## config.mk

```make
export PLATFORM = sky130hd
export DESIGN_NAME = axis_governor_pkt
export DESIGN_NICKNAME = d
export VERILOG_FILES = /design/src/rtl/axis_governor_pkt.sv
export SDC_FILE = /design/constraint.sdc
export NUM_CORES = 1
export LEC_CHECK = 0
export ABC_AREA = 1
export CORE_AREA = 2 2 192 194
export DETAILED_ROUTE_END_ITERATION = 8
export DIE_AREA = 0 0 194 196
export PLACE_DENSITY_LB_ADDON = 0.2
export SLEW_MARGIN = 5
export SYNTH_ARGS = -nofsm -noshare
export SYNTH_HDL_FRONTEND = slang
export SYNTH_SLANG_ARGS = --single-unit
export TNS_END_PERCENT = 5
```

## constraint.sdc

```tcl
create_clock -name clk -period 4 [get_ports clk]
set_input_delay 0.6 -clock clk [delete_from_list [all_inputs] [get_ports clk]]
set_output_delay 0.6 -clock clk [all_outputs]
set_load 0.03 [all_outputs]
```

## src/rtl/axis_governor_pkt.sv

```systemverilog
// Packet-boundary AXI-Stream governor: pass, drop, log-tee and inject.
// Mode decisions are taken only in IDLE, so packets are never split.
`timescale 1ns/1ps
module axis_governor_pkt #(
  parameter int DATA_WIDTH = 64,
  parameter int DEST_WIDTH = 8,
  parameter int ID_WIDTH   = 8,
  parameter int CNT_WIDTH  = 32
) (
  input  logic                    clk,
  input  logic                    aresetn,
  input  logic [DATA_WIDTH-1:0]   in_TDATA,
  input  logic [DATA_WIDTH/8-1:0] in_TKEEP,
  input  logic [DEST_WIDTH-1:0]   in_TDEST,
  input  logic [ID_WIDTH-1:0]     in_TID,
  input  logic                    in_TLAST,
  input  logic                    in_TVALID,
  output logic                    in_TREADY,
  input  logic [DATA_WIDTH-1:0]   inj_TDATA,
  input  logic [DATA_WIDTH/8-1:0] inj_TKEEP,
  input  logic [DEST_WIDTH-1:0]   inj_TDEST,
  input  logic [ID_WIDTH-1:0]     inj_TID,
  input  logic                    inj_TLAST,
  input  logic                    inj_TVALID,
  output logic                    inj_TREADY,
  output logic [DATA_WIDTH-1:0]   out_TDATA,
  output logic [DATA_WIDTH/8-1:0] out_TKEEP,
  output logic [DEST_WIDTH-1:0]   out_TDEST,
  output logic [ID_WIDTH-1:0]     out_TID,
  output logic                    out_TLAST,
  output logic                    out_TVALID,
  input  logic                    out_TREADY,
  output logic [DATA_WIDTH-1:0]   log_TDATA,
  output logic [DATA_WIDTH/8-1:0] log_TKEEP,
  output logic [DEST_WIDTH-1:0]   log_TDEST,
  output logic [ID_WIDTH-1:0]     log_TID,
  output logic                    log_TLAST,
  output logic                    log_TVALID,
  input  logic                    log_TREADY,
  input  logic                    pause,
  input  logic                    drop,
  input  logic                    log,
  input  logic                    inject_en,
  output logic [1:0]              mode,
  output logic [CNT_WIDTH-1:0]    fwd_cnt,
  output logic [CNT_WIDTH-1:0]    drop_cnt,
  output logic [CNT_WIDTH-1:0]    inj_cnt,
  output logic [CNT_WIDTH-1:0]    log_cnt
);

  typedef enum logic [1:0] {
    S_IDLE = 2'd0,
    S_PASS = 2'd1,
    S_DROP = 2'd2,
    S_INJ  = 2'd3
  } mode_e;

  mode_e mode_q, mode_d;
  logic  log_l_q, log_l_d;
  logic  out_done_q, out_done_d;
  logic  log_done_q, log_done_d;
  logic [CNT_WIDTH-1:0] fwd_q, fwd_d;
  logic [CNT_WIDTH-1:0] drop_q, drop_d;
  logic [CNT_WIDTH-1:0] inj_q, inj_d;
  logic [CNT_WIDTH-1:0] logc_q, logc_d;
  logic out_sdone;
  logic in_hs;

  function automatic logic [CNT_WIDTH-1:0] sat_inc(
    input logic [CNT_WIDTH-1:0] v
  );
    return (&v) ? v : v + CNT_WIDTH'(1);
  endfunction

  assign log_TDATA = in_TDATA;
  assign log_TKEEP = in_TKEEP;
  assign log_TDEST = in_TDEST;
  assign log_TID   = in_TID;
  assign log_TLAST = in_TLAST;

  assign mode     = mode_q;
  assign fwd_cnt  = fwd_q;
  assign drop_cnt = drop_q;
  assign inj_cnt  = inj_q;
  assign log_cnt  = logc_q;

  always_comb begin
    mode_d     = mode_q;
    log_l_d    = log_l_q;
    out_done_d = out_done_q;
    log_done_d = log_done_q;
    fwd_d      = fwd_q;
    drop_d     = drop_q;
    inj_d      = inj_q;
    logc_d     = logc_q;
    in_TREADY  = 1'b0;
    inj_TREADY = 1'b0;
    out_TVALID = 1'b0;
    log_TVALID = 1'b0;
    out_TDATA  = in_TDATA;
    out_TKEEP  = in_TKEEP;
    out_TDEST  = in_TDEST;
    out_TID    = in_TID;
    out_TLAST  = in_TLAST;
    // DROP behaves as PASS with the out side already satisfied
    out_sdone  = out_done_q | (mode_q == S_DROP);
    in_hs      = 1'b0;
    unique case (mode_q)
      S_IDLE: begin
        if (inject_en && inj_TVALID) begin
          mode_d = S_INJ;
        end else if (!pause && in_TVALID) begin
          mode_d  = drop ? S_DROP : S_PASS;
          log_l_d = log;
        end
      end
      S_PASS, S_DROP: begin
        out_TVALID = in_TVALID & ~out_sdone;
        log_TVALID = in_TVALID & log_l_q & ~log_done_q;
        in_TREADY  = (out_sdone | out_TREADY)
                   & (~log_l_q | log_done_q | log_TREADY);
        in_hs      = in_TVALID & in_TREADY;
        if (in_hs) begin
          out_done_d = 1'b0;
          log_done_d = 1'b0;
          if (in_TLAST) begin
            mode_d  = S_IDLE;
            log_l_d = 1'b0;
            if (mode_q == S_PASS) fwd_d = sat_inc(fwd_q);
            else                  drop_d = sat_inc(drop_q);
            if (log_l_q) logc_d = sat_inc(logc_q);
          end
        end else begin
          if (out_TVALID && out_TREADY) out_done_d = 1'b1;
          if (log_TVALID && log_TREADY) log_done_d = 1'b1;
        end
      end
      S_INJ: begin
        out_TDATA  = inj_TDATA;
        out_TKEEP  = inj_TKEEP;
        out_TDEST  = inj_TDEST;
        out_TID    = inj_TID;
        out_TLAST  = inj_TLAST;
        out_TVALID = inj_TVALID;
        inj_TREADY = out_TREADY;
        if (inj_TVALID && out_TREADY && inj_TLAST) begin
          mode_d = S_IDLE;
          inj_d  = sat_inc(inj_q);
        end
      end
      default: mode_d = S_IDLE;
    endcase
  end

  always_ff @(posedge clk or negedge aresetn) begin
    if (!aresetn) begin
      mode_q     <= S_IDLE;
      log_l_q    <= 1'b0;
      out_done_q <= 1'b0;
      log_done_q <= 1'b0;
      fwd_q      <= '0;
      drop_q     <= '0;
      inj_q      <= '0;
      logc_q     <= '0;
    end else begin
      mode_q     <= mode_d;
      log_l_q    <= log_l_d;
      out_done_q <= out_done_d;
      log_done_q <= log_done_d;
      fwd_q      <= fwd_d;
      drop_q     <= drop_d;
      inj_q      <= inj_d;
      logc_q     <= logc_d;
    end
  end

endmodule

```

# After elaboration in Yosys (flattened, before gate mapping)
# Cells that the tools add are included.
[classes]
mux = 25
n_reduce_logical = 24
shifts = 0
mul = 0
magnitude_cmp = 0
n_addsub = 4
eq_ne = 9
div = 0
bitwise_logic = 17
[op_table]
columns = ["cell", "count"]
rows = [
  ["adder 32 x 1 -> 32 bit (second input constant)", 4],
  ["AND reduction 32 bit", 4],
  ["two-way mux 64 bit", 1],
  ["two-way mux 8 bit", 3],
  ["AND reduction 5 bit", 4],
  ["two-way mux 1 bit", 12],
  ["two-way mux 2 bit", 6],
  ["inequality test 2 bit (second input constant)", 5],
  ["inverter 1 bit", 8],
  ["logical AND 1 bit", 6],
  ["case mux 2 bit (3 select lines)", 1],
  ["nonzero test 2 bit", 3],
  ["AND 1 bit", 5],
  ["== test 2 bit (second input constant)", 2],
  ["bitwise OR 1 bit", 4],
  ["case mux 1 bit (2 select lines)", 2],
  ["AND reduction 2 bit", 2],
  ["AND reduction 4 bit", 1],
  ["inequality test 3 bit (second input constant)", 1],
  ["AND reduction 3 bit", 1],
  ["== test 2 x 1 -> 1 bit (second input constant)", 1],
  ["zero test 2 bit", 1],
  ["OR reduction 2 bit", 1],
  ["zero test 1 bit", 1],
]
[totals]
mem_count = 0
latch_bits = 0
rom_bits = 0
ram_bits = 0
output_inout_bits = 312
ff_bits = 133
input_bits = 188

# Longest topological paths before layout
# Gate-level depths: netlist of the first run.
[logic_depth]
depth_word = 7
ltp_mapped = 12

# Worst setup path before layout of the first run
# OpenSTA, ideal clock, no wires.
[synth_path]
path_kind = "register to output"
start = "reg mode_q[0], in the netlist mode[0]"
end = "out log_TVALID"
stages_incl_launch_ff = 7
path_slack_ns = 0.962
path_buffers = 2
arrival_ns = 2.438
path_cell_list = "dfrtp_1 -> inv_1 -> ha_1 -> buf_4 -> inv_1 -> buf_2 -> nor4_1"
[synth_between]
elab_chain_len = 3
word_cells_on_any_way = 4
cone_classes = "eq/ne (2); mux (1); reduce/logical (1)"
[synth_lines]
columns = ["item", "line", "rtl"]
rows = [
  ["start, declared", "58", "mode_e mode_q, mode_d;"],
  ["start signal, assigned", "166", "mode_q <= mode_d;"],
  ["== test 2 bit or == test 2 x 1 -> 1 bit (tied branches)", "108", "unique case (mode_q)"],
  ["OR reduction 2 bit (*)", "108", ""],
  ["two-way mux 1 bit (*)", "108", ""],
  ["end, declared", "38", "output logic log_TVALID,"],
]
# Mark *: on every way between the ends. The rest lies on a longest branch, timed or not.

# Worst setup path after layout of the first run
[layout_path]
start = "reg mode_q[0], in the netlist mode[0]"
end = "out out_TID[2]"
[layout_between]
elab_chain_len = 2
[layout_lines]
columns = ["item", "line", "rtl"]
rows = [
  ["== test 2 bit", "108", ""],
  ["two-way mux 8 bit", "108", ""],
  ["end, declared", "29", "output logic [ID_WIDTH-1:0] out_TID,"],
]
# No other way between the ends.

==> results of run 1 <==
power breakdown:
part | internal, W | switching (W) | leakage (nW)
clock | 0.000980 | 0.000618 | 0.287
combinational | 0.000989 | 0.00172 | 4.96
sequential | 0.00144 | 0.000137 | 1.83
total | 0.00340 | 0.00247 | 7.07
worst max-delay path by stage:
stage | to | slack (ns)
after detailed placement | out_TDATA[5] | 0.86
after global routing | out_TDATA[23] | 0.19
final | out_TID[2] | 0.36
after global placement | out_TKEEP[0] | 0.93
after floorplan | log_TVALID | 0.96
after CTS | out_TDATA[5] | 0.41
metrics by stage:
step	util	cells	hold slack [ns]	power (W)
floorplan	-	1784	0.304	0.00305
global placement	0.431	2623	0.505	0.00429
detailed placement	0.431	2623	0.510	0.00430
CTS	0.447	2652	0.340	0.00591
global route	0.447	2654	0.366	0.00612
finish	0.447	2656	0.288	0.00588
cell usage after synthesis:
library cell | n | area, um2
inv_2 | 6 | 22.5
inv_1 | 115 | 432
dfrtp_1 | 133 | 3330
nand4_1 | 40 | 250
buf_6 | 6 | 67.6
nand2_4 | 1 | 11.3
buf_1 | 3 | 11.3
a2bb2oi_1 | 1 | 8.76
and2_1 | 1 | 6.26
buf_4 | 95 | 713
nor2_2 | 5 | 31.3
a21oi_1 | 1 | 5.00
o21ai_1 | 4 | 20.0
o22ai_1 | 1 | 6.26
nor4_1 | 1 | 6.26
buf_2 | 17 | 85.1
clkbuf_1 | 21 | 78.8
nor2_1 | 217 | 815
o21ai_0 | 30 | 150
nor2_4 | 6 | 67.6
or2_2 | 1 | 6.26
xnor2_1 | 28 | 245
nand3_2 | 5 | 50.1
nand3b_1 | 21 | 158
nand4_2 | 1 | 12.5
xor2_1 | 24 | 210
nand2_2 | 5 | 31.3
nand3_1 | 99 | 495
nor3_1 | 12 | 60.1
ha_1 | 9 | 113
nand2_1 | 875 | 3280
registers in the layout, summed over array words and instances, names as in the netlist:
register and count:
out_done_q 1, drop_cnt 32, inj_cnt 32, log_done_q 1, log_l_q 1, log_cnt 32
fwd_cnt 32, mode 2
worst max-delay path, cell delays in order (launching register included):
cell             delay [ns]
dfrtp_1                0.46
ha_4                   0.50
clkinv_2               0.50
buf_12                 0.34
nand2_1                0.09
nand2_1                0.06
clkdlybuf4s50_1        0.59
routing by layer:
| layer | part of all wire | vias up |
|---|---|---|
| met5 | 0.0029 | - |
| li1 | - | 6205 |
| met3 | 0.098 | 115 |
| met4 | 0.038 | 24 |
| met2 | 0.48 | 536 |
| met1 | 0.38 | 5903 |
layout make-up:
type	instances	area, um2
clock inverters	11	136
flip-flops and latches	133	3330
inverters	121	455
multi-input cells	1388	6060
well taps	468	586
fillers	3747	19900
diodes	4	10.0
clock buffers	18	439
repair buffers	513	5130
cells by family after synthesis:
kind of cell / Yosys count / synth area share
compound gates: 37 / 0.0176
xor+xnor: 52 / 0.0422
fa+ha+maj: 9 / 0.0104
buf+inv: 263 / 0.131
flops: 133 / 0.309
simple gates: 1290 / 0.490
==> impl_metrics.csv, run 1 <==
group,metric,value,unit
clock_tree,cts.sinks,133,
timing,finClkSkew,0.0144,ns
clock_tree,cts_max_level,4,
worst_setup_path,r2r-start,"log_cnt[0]",
floorplan,initial_utilization,0.299,
worst_setup_path,cp.required,3.40,ns
timing,rsz0062_at_grt,"false",
global_route,grt_pass1_vias,12100,
logic_synthesis,netlist_area,10800,um2
timing,slew_headroom,0.362,
worst_setup_path,reg2reg_depth,10,
logic_synthesis,syn_nets,1981,
global_route,track_usage,0.279,
power,pwr_density_cell,364,nW/um2
floorplan,fp.dieH,196,um
logic_synthesis,synth_cells,1784,
layout,layout_commonest_cell,"nand2_1",
timing,min_period_over_period,0.909,
place,pre_cts_slack,0.860,ns
worst_setup_path,path_max_fanout,47,
clock_tree,insertion_delay,0.43,ns
place,dpl_cell_area,15600,um2
routing,dr.first_iter.drc_count,870,
power,vdd_drop_max,0.292,mV
global_route,use_met1,0.318,
clock_tree,cts_buffers,17,
clock_tree,postCtsHoldBufs,0,
global_route,gr-total-overflow,0,
global_route,grt_antenna_before_repair,19,
clock_tree,post_cts_buffers,0,
global_route,grt_start_max_net_pins,101,
global_route,met2_usage,0.473,
worst_setup_path,r2r-end,"log_cnt[26]",
clock_tree,cts_tree,"built",
routing,drt-vias-per-instance,4.81,
routing,wl_per_cell,20.5,um
place,place.gp.congestion,1.02,
floorplan,ios,500,
logic_synthesis,seq_area_frac_synth,0.309,
logic_synthesis,syn_avg_cell_area,6.04,um2
routing,postRouteAntennaNets,0,
routing,drt-total-wl,54600,um
power,p_leak,7.07,nW
logic_synthesis,ys_ff_latch,133,
routing,via_count,12800,
worst_setup_path,critPathKind,"register to output pin",
timing,setup_viol,0,
timing,finalSetupTns,0,ns
worst_setup_path,endpoint_kind,"output pin",
timing,setup_ws,0.364,ns
layout,final_cell_area,16100,um2
timing,slew_viol_final,0,
floorplan,placementRows,70,
floorplan,die_w,194,um
timing,hold_viol,0,
floorplan,core,36100,um2
outcome,status,"finished clean",
timing,fmax,275,MHz
layout,mostFrequentLayoutCells,"nand2_1, clkdlybuf4s50_1, nor2_1",
layout,nNetsFinal,2371,
timing,worstMarginPinSlew,0.957,ns
global_route,grt_pass1_wl,78500,um
clock_tree,root_buffer,"clkbuf_16",
worst_setup_path,cp-start-kind,"register",
routing,drc,0,
place,dp_hpwl,46000,um
global_route,busiest_layer,"met2",
worst_setup_path,r2r_slack,1.24,ns
run,maxCapViolCount,0,
logic_synthesis,synth_warnings,0,
logic_synthesis,synth_cell_type_count,31,
clock_tree,clkSlewWorstSetupHoldPaths,0.06,ns
layout,drive_above_1_share,0.0353,
min_path,hold_path.class,"input pin to async pin",
floorplan,dieArea,38000,um2
timing,min_period,3.64,ns
clock_tree,clockBufferDepth,2,
place,port_buffers,499,
worst_setup_path,startpoint,"mode[0]",
routing,drt-pass1-iter-count,5,
clock_tree,post_cts_resized,0,
layout,areaGrowthSynthToFinish,49.7,%
global_route,grt_use_met3,0.102,
worst_setup_path,cp_data_arrival_time,3.04,ns
Note: power is estimated with default switching activity, not from simulation.
==> inputs of run 2 (changes only) <==
--- a/config.mk
+++ b/config.mk
@@ -10,6 +10,7 @@
 export DETAILED_ROUTE_END_ITERATION = 8
 export DIE_AREA = 0 0 194 196
 export PLACE_DENSITY_LB_ADDON = 0.2
+export REMOVE_ABC_BUFFERS = 1
 export SLEW_MARGIN = 5
 export SYNTH_ARGS = -nofsm -noshare
 export SYNTH_HDL_FRONTEND = slang
==> run 2 against run 1 <==
  * Power grew 3.4%
  * Cell count is essentially flat
  * Die area is the same
  * Wire length grew 1.5%
  * Combinational power grew 2%
  * Largest power group unchanged
  * Highest routed layer is now met4
==> impl_metrics.csv, run 2 (same netlist as run 1, synthesis figures left out) <==
group,metric,value,unit
routing,drt-vias-per-instance,4.86,
place,dp_hpwl,44700,um
timing,fmax,291,MHz
run,maxCapViolCount,0,
clock_tree,cts_tree,"built",
timing,rsz0062_at_grt,"false",
layout,seqCellArea,3330,um2
clock_tree,cts.sinks,133,
worst_setup_path,cp_slowest_cell,"clkdlybuf4s50_1",
clock_tree,post_cts_resized,0,
floorplan,die_w,194,um
global_route,gr-total-overflow,0,
global_route,grt_antenna_before_repair,4,
clock_tree,clkSlewWorstSetupHoldPaths,0.06,ns
routing,drc,0,
global_route,grt_pass1_vias,12100,
place,dpl_cell_area,15500,um2
layout,fillCellCount,3774,
worst_setup_path,cp-start-kind,"register",
global_route,grt_pass1_wl,81900,um
power,vdd_drop_max,0.358,mV
clock_tree,clockBufferDepth,2,
floorplan,core,36100,um2
clock_tree,postCtsHoldBufs,0,
outcome,status,"finished clean",
layout,final_cell_area,16200,um2
worst_setup_path,path_common_cell,"nand2_1",
timing,min_period,3.43,ns
timing,worstMarginPinSlew,1.05,ns
power,pwr_density_cell,375,nW/um2
timing,finClkSkew,0.00880,ns
worst_setup_path,critPathKind,"register to output pin",
timing,finalSetupTns,0,ns
routing,drt-total-wl,55400,um
layout,multi_input_area,6060,um2
power,p_leak,7.09,nW
min_path,hold_path.class,"input pin to async pin",
timing,setup_viol,0,
timing,slew_viol_final,0,
floorplan,ios,500,
clock_tree,insertion_delay,0.43,ns
place,place.gp.congestion,1.04,
timing,hold_viol,0,
worst_setup_path,cp.required,3.40,ns
routing,postRouteAntennaNets,0,
clock_tree,root_buffer,"clkbuf_16",
timing,min_period_over_period,0.858,
floorplan,fp.dieH,196,um
global_route,grt_start_max_net_pins,96,
layout,drive_above_1_share,0.0366,
layout,nNetsFinal,2372,
worst_setup_path,path_max_fanout,41,
timing,slew_headroom,0.297,
global_route,track_usage,0.286,
clock_tree,cts_buffers,17,
layout,layout_commonest_cell,"nand2_1",
layout,areaGrowthSynthToFinish,50.2,%
clock_tree,post_cts_buffers,0,
routing,via_count,12900,
worst_setup_path,cp_data_arrival_time,2.83,ns
worst_setup_path,worstPathCellList,"ha_4 -> clkinv_2 -> nand2_1 -> nand2_1 -> clkdlybuf4s50_1",
floorplan,dieArea,38000,um2
worst_setup_path,slowest_delay,0.69,ns
floorplan,placementRows,70,
worst_setup_path,endpoint_kind,"output pin",
routing,dr.first_iter.drc_count,1236,
routing,drt-pass1-iter-count,6,
clock_tree,cts_max_level,4,
floorplan,initial_utilization,0.299,
place,port_buffers,499,
timing,whs,0.318,ns
layout,mostFrequentLayoutCells,"nand2_1, clkdlybuf4s50_1, nor2_1",
routing,wl_per_cell,20.8,um
run 2: changes by cell type in the layout (fill, tap and decap cells not counted), sizes merged:
cell,change
buf,+1
diode,-2
clkinvlp,+2
bufinv,+1
clkbuf,+3
clkinv,-3
run 2: final timing paths:
kind	startpoint	end	depth (start not counted)	slack (ns)
worst max-delay path	mode[0]	out_TDATA[21]	5	0.57
worst min-delay path	aresetn	inj_cnt[26]	1	0.32
worst max register to register	log_cnt[0]	log_cnt[10]	10	1.31
worst min register to register	log_l_q	log_l_q	2	0.53
max in group asynchronous	aresetn	fwd_cnt[0]	2	2.62
min in group clk	log_l_q	log_l_q	2	0.53
run 2: worst max-delay path: cells and delay by family (launching register included):
family / cells / cell delay (ns)
buf+inv: 2 / 1.22
simple gates: 2 / 0.48
flops: 1 / 0.46
fa+ha+maj: 1 / 0.19
run 2: final cells by class:
class,instances,area share
well taps,468,0.0361
clock inverters,11,0.0107
repair buffers,514,0.316
multi-input cells,1388,0.374
inverters,121,0.0281
clock buffers,21,0.0290
flip-flops and latches,133,0.205
diodes,2,0.000309
run 2: metal layers:
layer | vias up | GRT usage | part of all wire
met5 | - | 0 | 0
met4 | 0 | 0.0522 | 0.015
met3 | 60 | 0.0542 | 0.066
met2 | 510 | 0.463 | 0.46
met1 | 6148 | 0.400 | 0.45
li1 | 6198 | - | -
run 2: power breakdown:
| group | leakage (nW) | switching, W | internal, W | total [W] |
|---|---|---|---|---|
| clock | 0.305 | 0.000660 | 0.00110 | 0.00176 |
| sequential | 1.83 | 0.000129 | 0.00144 | 0.00156 |
| combinational | 4.95 | 0.00179 | 0.000972 | 0.00276 |
| total | 7.09 | 0.00258 | 0.00350 | 0.00608 |
run 2: stage by stage:
stage | total power, W | setup slack (ns) | utilization | std cells
2_1_floorplan | 0.00283 | -0.317 | - | 1642
3_3_place_gp | 0.00434 | 0.955 | 0.431 | 2624
3_5_place_dp | 0.00434 | 0.988 | 0.431 | 2624
4_1_cts | 0.00611 | 0.520 | 0.449 | 2656
5_1_grt | 0.00634 | 0.383 | 0.449 | 2656
6_report | 0.00608 | 0.567 | 0.449 | 2658
